**src/rtl/lrwait_tcdm_queue.sv**
```systemverilog
// Memory-side LRwait/MCS lock queue in front of one TCDM bank.
// Tracks lock head/tail per address; forwards all other traffic.
module lrwait_tcdm_queue #(
  parameter int NumSlots      = 4,
  parameter int AddrWidth     = 32,
  parameter int DataWidth     = 32,
  parameter int MetaWidth     = 16,
  parameter int BankAddrWidth = 10
) (
  input  logic                     clk_i,
  input  logic                     rst_i,
  input  logic                     in_valid_i,
  output logic                     in_ready_o,
  input  logic [AddrWidth-1:0]     in_addr_i,
  input  logic                     in_write_i,
  input  logic [3:0]               in_amo_i,
  input  logic [DataWidth-1:0]     in_wdata_i,
  input  logic [DataWidth/8-1:0]   in_be_i,
  input  logic [MetaWidth-1:0]     in_meta_i,
  input  logic                     in_lrwait_i,
  output logic                     out_valid_o,
  input  logic                     out_ready_i,
  output logic [DataWidth-1:0]     out_rdata_o,
  output logic [MetaWidth-1:0]     out_meta_o,
  output logic                     out_lrwait_o,
  output logic                     bank_req_o,
  output logic                     bank_we_o,
  output logic [BankAddrWidth-1:0] bank_addr_o,
  output logic [DataWidth-1:0]     bank_wdata_o,
  output logic [DataWidth/8-1:0]   bank_be_o,
  input  logic [DataWidth-1:0]     bank_rdata_i
);

  localparam int SW = (NumSlots > 1) ? $clog2(NumSlots) : 1;
  localparam int TW = AddrWidth - 2;

  typedef enum logic {Idle, Resp} state_e;
  state_e state_q, state_d;

  logic [NumSlots-1:0]  valid_q, hv_q;
  logic [TW-1:0]        addr_q [NumSlots];
  logic [MetaWidth-1:0] head_q [NumSlots];
  logic [MetaWidth-1:0] tail_q [NumSlots];

  logic [TW-1:0]        tag;
  logic                 hit, free;
  logic [SW-1:0]        hit_idx, free_idx;
  logic                 is_wake, is_lrq, is_sc, sc_ok;
  logic                 accept, rsp, rsp_bank, rsp_lrw, breq, bwe;
  logic [MetaWidth-1:0] rsp_meta;
  logic [DataWidth-1:0] imm, meta_ext;
  logic                 do_alloc, do_tail, do_free, do_hand, do_wake;

  logic [DataWidth-1:0] rdata_q;
  logic [MetaWidth-1:0] meta_q;
  logic                 lrw_q, fresh_q;
  logic                 unused_addr_lsb;

  assign unused_addr_lsb = ^in_addr_i[1:0];
  assign tag = in_addr_i[AddrWidth-1:2];

  assign out_valid_o  = (state_q == Resp);
  assign in_ready_o   = !rst_i && (!out_valid_o || out_ready_i);
  assign accept       = in_valid_i && in_ready_o;
  assign out_meta_o   = meta_q;
  assign out_lrwait_o = lrw_q;
  // Bank data is live only in the first response cycle; later cycles replay the capture.
  assign out_rdata_o  = fresh_q ? bank_rdata_i : rdata_q;

  assign bank_req_o   = accept && breq;
  assign bank_we_o    = accept && bwe;
  assign bank_addr_o  = in_addr_i[BankAddrWidth+1:2];
  assign bank_wdata_o = in_wdata_i;
  assign bank_be_o    = in_be_i;

  assign is_wake = in_lrwait_i && (in_amo_i == 4'hA);
  assign is_lrq  = !in_lrwait_i && (in_amo_i == 4'hA);
  assign is_sc   = (in_amo_i == 4'hB);

  always_comb begin
    meta_ext = '0;
    meta_ext[MetaWidth-1:0] = in_meta_i;
  end

  always_comb begin
    hit      = 1'b0;
    free     = 1'b0;
    hit_idx  = '0;
    free_idx = '0;
    for (int i = NumSlots - 1; i >= 0; i--) begin
      if (valid_q[i] && addr_q[i] == tag) begin
        hit     = 1'b1;
        hit_idx = SW'(i);
      end
      if (!valid_q[i]) begin
        free     = 1'b1;
        free_idx = SW'(i);
      end
    end
  end

  assign sc_ok = hit && hv_q[hit_idx] && (head_q[hit_idx] == in_meta_i);

  always_comb begin
    rsp      = 1'b0;
    rsp_bank = 1'b0;
    rsp_lrw  = 1'b0;
    rsp_meta = in_meta_i;
    imm      = '0;
    breq     = 1'b0;
    bwe      = 1'b0;
    do_alloc = 1'b0;
    do_tail  = 1'b0;
    do_free  = 1'b0;
    do_hand  = 1'b0;
    do_wake  = 1'b0;
    unique case (1'b1)
      is_wake: begin
        if (hit && !hv_q[hit_idx]) begin
          do_wake  = 1'b1;
          rsp      = 1'b1;
          rsp_bank = 1'b1;
          breq     = 1'b1;
          rsp_meta = in_wdata_i[MetaWidth-1:0];
        end
      end
      is_lrq: begin
        rsp = 1'b1;
        if (hit) begin
          do_tail  = 1'b1;
          rsp_lrw  = 1'b1;
          rsp_meta = tail_q[hit_idx];
          imm      = meta_ext;
        end else begin
          rsp_bank = 1'b1;
          breq     = 1'b1;
          do_alloc = free;
        end
      end
      is_sc: begin
        rsp = 1'b1;
        if (sc_ok) begin
          breq    = 1'b1;
          bwe     = 1'b1;
          do_free = (tail_q[hit_idx] == head_q[hit_idx]);
          do_hand = (tail_q[hit_idx] != head_q[hit_idx]);
        end else begin
          imm = {{(DataWidth-1){1'b0}}, 1'b1};
        end
      end
      default: begin
        rsp      = 1'b1;
        rsp_bank = 1'b1;
        breq     = 1'b1;
        bwe      = in_write_i;
      end
    endcase
  end

  always_comb begin
    state_d = state_q;
    unique case (state_q)
      Idle: if (accept && rsp) state_d = Resp;
      Resp: if (out_ready_i) state_d = (accept && rsp) ? Resp : Idle;
      default: state_d = Idle;
    endcase
  end

  always_ff @(posedge clk_i or posedge rst_i) begin
    if (rst_i) begin
      state_q <= Idle;
      rdata_q <= '0;
      meta_q  <= '0;
      lrw_q   <= 1'b0;
      fresh_q <= 1'b0;
    end else begin
      state_q <= state_d;
      if (fresh_q) rdata_q <= bank_rdata_i;
      fresh_q <= 1'b0;
      if (accept && rsp) begin
        meta_q  <= rsp_meta;
        lrw_q   <= rsp_lrw;
        fresh_q <= rsp_bank;
        if (!rsp_bank) rdata_q <= imm;
      end
    end
  end

  always_ff @(posedge clk_i or posedge rst_i) begin
    if (rst_i) begin
      valid_q <= '0;
      hv_q    <= '0;
      for (int i = 0; i < NumSlots; i++) begin
        addr_q[i] <= '0;
        head_q[i] <= '0;
        tail_q[i] <= '0;
      end
    end else if (accept) begin
      if (do_alloc) begin
        valid_q[free_idx] <= 1'b1;
        hv_q[free_idx]    <= 1'b1;
        addr_q[free_idx]  <= tag;
        head_q[free_idx]  <= in_meta_i;
        tail_q[free_idx]  <= in_meta_i;
      end
      if (do_tail) tail_q[hit_idx] <= in_meta_i;
      if (do_free) valid_q[hit_idx] <= 1'b0;
      if (do_hand) hv_q[hit_idx] <= 1'b0;
      if (do_wake) begin
        head_q[hit_idx] <= in_wdata_i[MetaWidth-1:0];
        hv_q[hit_idx]   <= 1'b1;
      end
    end
  end

endmodule

```
**config.mk**
```make
export PLATFORM = sky130hd
export DESIGN_NAME = lrwait_tcdm_queue
export DESIGN_NICKNAME = d
export VERILOG_FILES = /design/src/rtl/lrwait_tcdm_queue.sv
export SDC_FILE = /design/constraint.sdc
export NUM_CORES = 1
export LEC_CHECK = 0
export CAP_MARGIN = 20
export CORE_UTILIZATION = 60
export CTS_CLUSTER_SIZE = 40
export DETAILED_ROUTE_END_ITERATION = 6
export PLACE_DENSITY = 0.95
export SETUP_SLACK_MARGIN = 0.1
export SLEW_MARGIN = 20
export SYNTH_ARGS = -nofsm -noshare
export SYNTH_HDL_FRONTEND = slang
export SYNTH_SLANG_ARGS = --single-unit
```
**constraint.sdc**
```tcl
create_clock -name clk_i -period 29.4 [get_ports clk_i]
set_clock_uncertainty 0.05 [all_clocks]
set_input_delay 4.41 -clock clk_i [delete_from_list [all_inputs] [get_ports clk_i]]
set_output_delay 4.41 -clock clk_i [all_outputs]
set_load 0.02 [all_outputs]
```
# Word level (Yosys, flattened, before mapping)
# Index checks and enable logic that the tools add are counted.
[op_classes] bitwise=9 n_lt_le_gt_ge=8 mux=82 n_eq_ne=9 n_reduce_logical=25
[op_table] operator="$mux 64" count=6
[op_table] operator="$bwmux 64" count=4
[op_table] operator="$mux 16" count=9
[op_table] operator="$bwmux 120" count=1
[op_table] operator="$eq 30x30->1" count=4
[op_table] operator="$mux 32" count=3
[op_table] operator="$bmux 16 s2" count=2
[op_table] operator="$demux 16 s2" count=2
[op_table] operator="$pmux 16 s2" count=2
[op_table] operator="$demux 30 s2" count=1
[op_table] operator="$eq 16x16->1" count=2
[op_table] operator="$mux 4" count=8
[op_table] operator="$mux 30" count=1
[op_table] operator="$mux 1" count=28
[op_table] operator="$logic_and 1x1->1" count=18
[op_table] operator="$mux 2" count=8
[op_table] operator="$ne 16x16->1" count=1
[op_table] operator="$or 4x4->4" count=3
[op_table] operator="$and 4x4->4" count=2
[op_table] operator="$eq 4x4->1 const B" count=2
[op_table] operator="$ge 3x3->1 const B" count=2
[op_table] operator="$lt 2x3->1 const B" count=2
[op_table] operator="$lt 3x1->1 const B" count=2
[op_table] operator="$not 2->3" count=2
[op_table] operator="11 further kinds" count=18
[word_totals] word_cells=152 output_inout_bits=99 in_bits=126 regBits=307

# Depth between registers and ports, before layout
[logic_depth] depth_word=18 mapped_depth=16

# Least setup slack after synthesis
# No wires, ideal clock.
[synth_path] path_kind="in2out" start="input in_addr_i[16]" end="output bank_req_o" arrival_ns=7.930 path_stages=13 path_slack_ns=17.010 path_cell_list="buf_4 > xnor2_2 > nand4_1 > nor4_1 > nand2_1 > or4_4 > buf_6 > o22a_1 > and3b_1 > or4b_1 > or4b_4 > or3_1 > a21oi_1"
[synth_between] elab_chain_len=15
[synth_lines] item="start, declared" line_no="14" text="input logic [AddrWidth-1:0] in_addr_i,"
[synth_lines] item="$eq 30x30->1" line_no="91" text="if (valid_q[i] && addr_q[i] == tag) begin"
[synth_lines] item="$logic_and 1x1->1" line_no="91"
[synth_lines] item="$mux 2 (4 in series)" line_no="91"
[synth_lines] item="$not 2->3 (not written as such)" line_no="102" text="assign sc_ok = hit && hv_q[hit_idx] && (head_q[hit_idx] == in_meta_i);"
[synth_lines] item="$bmux 16 s2" line_no="102"
[synth_lines] item="$mux 16 (not written as such) (2 in series)" line_no="102"
[synth_lines] item="$eq 16x16->1" line_no="102"
[synth_lines] item="$logic_and 1x1->1" line_no="102"
[synth_lines] item="$mux 1" line_no="142" text="if (sc_ok) begin"
[synth_lines] item="$pmux 1 s3 *" line_no="117" text="unique case (1'b1)"
[synth_lines] item="$logic_and 1x1->1 *" line_no="70" text="assign bank_req_o = accept && breq;"
[synth_lines] item="end, declared" line_no="26" text="output logic bank_req_o,"
# Every way passes the cells marked *; elsewhere a longest branch is shown, timed or not. The select of a mux whose other input is x is not followed.

# Final worst setup path
[layout_path] start="input in_addr_i[30]" end="output bank_req_o"
# Same word-level chain as after synthesis.

==> results.sh <==
export IMPL_synth_compound_area_share=0.1277
export IMPL_ys_seq_area_frac=0.4604
export IMPL_yosys_area_share_simple=0.1273
export IMPL_max_slew_margin=0.2005
export IMPL_combinationalPowerShare=0.183
export IMPL_post_cts_buffers=0
export IMPL_timing_hold_violations_final=0
export IMPL_grt_pass1_wl_um=81000
export IMPL_drt_first_pass_iters=7
export IMPL_rows=60
export IMPL_antenna_found_initial=1
export IMPL_post_route_period_util=0.5184
export IMPL_via_per_inst=6.806
export IMPL_synth_seq_cells=307
export IMPL_drt_iter0_markers=2348
export IMPL_status="finished clean"
export IMPL_startpoint_type="input port"
export IMPL_synth_top_family_by_area="multiplexers"
export IMPL_max_vdd_ir_drop_uv=52.35
export IMPL_final_net_count=1829
export IMPL_r2r_cells=13
export IMPL_regArea_um2=7684
export IMPL_hpwl_um=34310
export IMPL_synth_most_common_cell="dfrtp_1"
export IMPL_start_util=0.6157
export IMPL_hold_depth=2
export IMPL_p_seq_frac=0.436
export IMPL_drt_total_wl_um=52390
export IMPL_syn_avg_cell_area_um2=10.20
export IMPL_critPathRequiredTime_ns=24.94
export IMPL_syn_inst=1636
export IMPL_wire_per_inst_um=24.94
export IMPL_clk_pin_slew_ns=0.06
export IMPL_die_y_um=168.8
export IMPL_power_density_nw_per_um2=56.19
export IMPL_clk_latency_ns=0.59
export IMPL_cts_sinks=307
export IMPL_timing_fmax_mhz=65.61
export IMPL_yosys_area_top_type="dfrtp_1"
export IMPL_fillers=1784
export IMPL_switchingPower_mw=0.3074
export IMPL_cts_hold_buf=0
export IMPL_rsz0062_at_grt="false"
export IMPL_netlist_area_um2=16690
export IMPL_portBuffers=182
export IMPL_ys_types=70
export IMPL_internal_power_mw=0.7762
export IMPL_area_growth_pct=15.57
export IMPL_numCtsBuffers=31
export IMPL_grt_overflow_total=0
export IMPL_drv_cap=0
export IMPL_ant_nets=0
export IMPL_synth_edf_count=0
export IMPL_syn_nets=1762
export IMPL_period_needed_ns=15.24
export IMPL_cts_tree="done"
export IMPL_vias=14300
export IMPL_fp_dieArea_um2=28480
export IMPL_die_x_um=168.8
export IMPL_cp_arrival_ns=10.78
export IMPL_fin_tns_setup_ns=0
export IMPL_cp_max_fo=17
export IMPL_drv_slew=0
export IMPL_postLayoutSetupSlackWorst_ns=14.16
export IMPL_pwr_share_clk=0.381
export IMPL_grt_pass1_vias=14580
export IMPL_pre_cts_ws_ns=14.43
export IMPL_drive_gt1_frac=0.1725
export IMPL_total_power_mw=1.084
export IMPL_ys_top_cells_by_count="dfrtp_1 (307), mux2_2 (183), nor2_1 (161)"
export IMPL_ys_warn_count=0
export IMPL_ys_flop_type="dfrtp_1"
export IMPL_post_synth_fa_ha_maj_area_fraction=0
export IMPL_leakagePower_nw=8.354
export IMPL_coreArea_um2=27100
export IMPL_ys_async_sr_fraction=1.000
export IMPL_holdCritPathClass="flop to flop"
export IMPL_grt_max_degree=145
export IMPL_critPathCaptureType="primary output"
export IMPL_track_usage=0.3690
export IMPL_synth_area_top_cells="dfrtp_1 (46%), mux2_2 (12%), xnor2_1 (5.8%)"
export IMPL_io_pins=225
export IMPL_worst_pin_slew_ns=1.199
export IMPL_crit_type="input port to primary output"
export IMPL_place_gp_congestion=0.9744
export IMPL_clockRootBuffer="clkbuf_16"
export IMPL_synth_area_mux_share=0.1427
export IMPL_synth_top_area_share=0.4604
export IMPL_cts_resized=0
export IMPL_drc=0
export IMPL_cts_htree_levels=1
export IMPL_synth_xor_xnor_area_share=0.07371
export IMPL_r2r_setup_slack_ns=23.04
export IMPL_multi_input_area_um2=7904
export IMPL_setup_viol=0
export IMPL_switching_share=0.2837
export IMPL_clock_path_buffers=3
==> logic make-up after synthesis <==
family | count (synthesis)
multiplexers | 215
AO/OA/AOI/OAI | 345
flip-flops | 307
XOR/XNOR | 131
AND/OR/NAND/NOR | 426
buffers and inverters | 212
==> layer usage <==
layer	vias up	track usage	part of all wire
met5	-	0	0
met4	0	0.2423	0.073
met3	353	0.1129	0.14
met2	1192	0.5855	0.45
met1	6806	0.4354	0.34
li1	5948	-	-
==> worst max-delay path: stages <==
cell	delay (ns)
clkdlybuf4s50_1	0.65
xnor2_1	0.61
nand3_1	0.19
nor4_1	0.63
and2_0	0.97
or4_4	0.49
o22a_1	0.23
a21boi_0	0.09
or4b_1	0.57
or4b_4	0.58
or3_1	0.40
a21oi_1	0.18
clkdlybuf4s50_1	0.75
==> flip-flops by register name (all words and copies together), names as in the netlist <==
name / count
head_q: 64
fresh_q: 1
addr_q: 120
out_valid_o: 1
rdata_q: 32
tail_q: 64
out_lrwait_o: 1
hv_q: 4
out_meta_o: 16
valid_q: 4
==> area by class of cell <==
cell class	count	area share
inverter	40	0.008175
antenna	1	0.0001298
multi-input combinational	1117	0.4098
sequential	307	0.3984
clock inverter	14	0.009018
clock buffer	44	0.04587
tap	372	0.02414
timing repair buffer	206	0.1044
==> metrics by stage <==
stage	utilization	hold WS (ns)	std cells	cell area, µm²
finish	0.7116	0.4376	2101	19280
global route	0.7116	0.4693	2101	19280
CTS	0.7112	0.4369	2100	19270
detailed placement	0.6721	0.4230	2042	18220
global placement	0.6713	0.4124	2041	18190
floorplan	-	0.4002	1636	16690
==> layout by cell type, fill, tap and decap left out, drive strengths merged, types with 7 or more instances in the layout <==
cell           count
clkbuf            44
a21oi            107
nand4             60
clkdlybuf4s50    182
nand3b             7
nor4              26
buf               24
dfrtp            307
o21a              10
o22a              10
xor2               9
nand2             72
o21ai             48
xnor2            122
a21o              13
a31oi             26
mux2i             32
o31ai              7
nor2             161
and3               9
inv               42
clkinv             9
nor3              30
o22ai             86
and2               8
mux2             183
nand3             19
==> power by group through the flow <==
stage               Sequential, mW  Combinational, mW  Clock, mW
global route                 0.475              0.211      0.428
detailed placement           0.479              0.191          0
CTS                          0.472              0.194      0.412
global placement             0.476              0.184          0
floorplan                    0.477              0.121          0
finish                       0.472              0.198      0.413
==> worst paths after layout <==
| kind | startpoint | endpoint |
|---|---|---|
| hold reg to reg | tail_q[49] | tail_q[49] |
| min in group asynchronous | rst_i | rdata_q[8] |
| setup reg to reg | addr_q[54] | head_q[5] |
| hold / removal | tail_q[49] | tail_q[49] |
| max in group asynchronous | rst_i | addr_q[31] |
| setup / recovery | in_addr_i[30] | bank_req_o |
No activity file was read; power rests on OpenSTA's default activity.
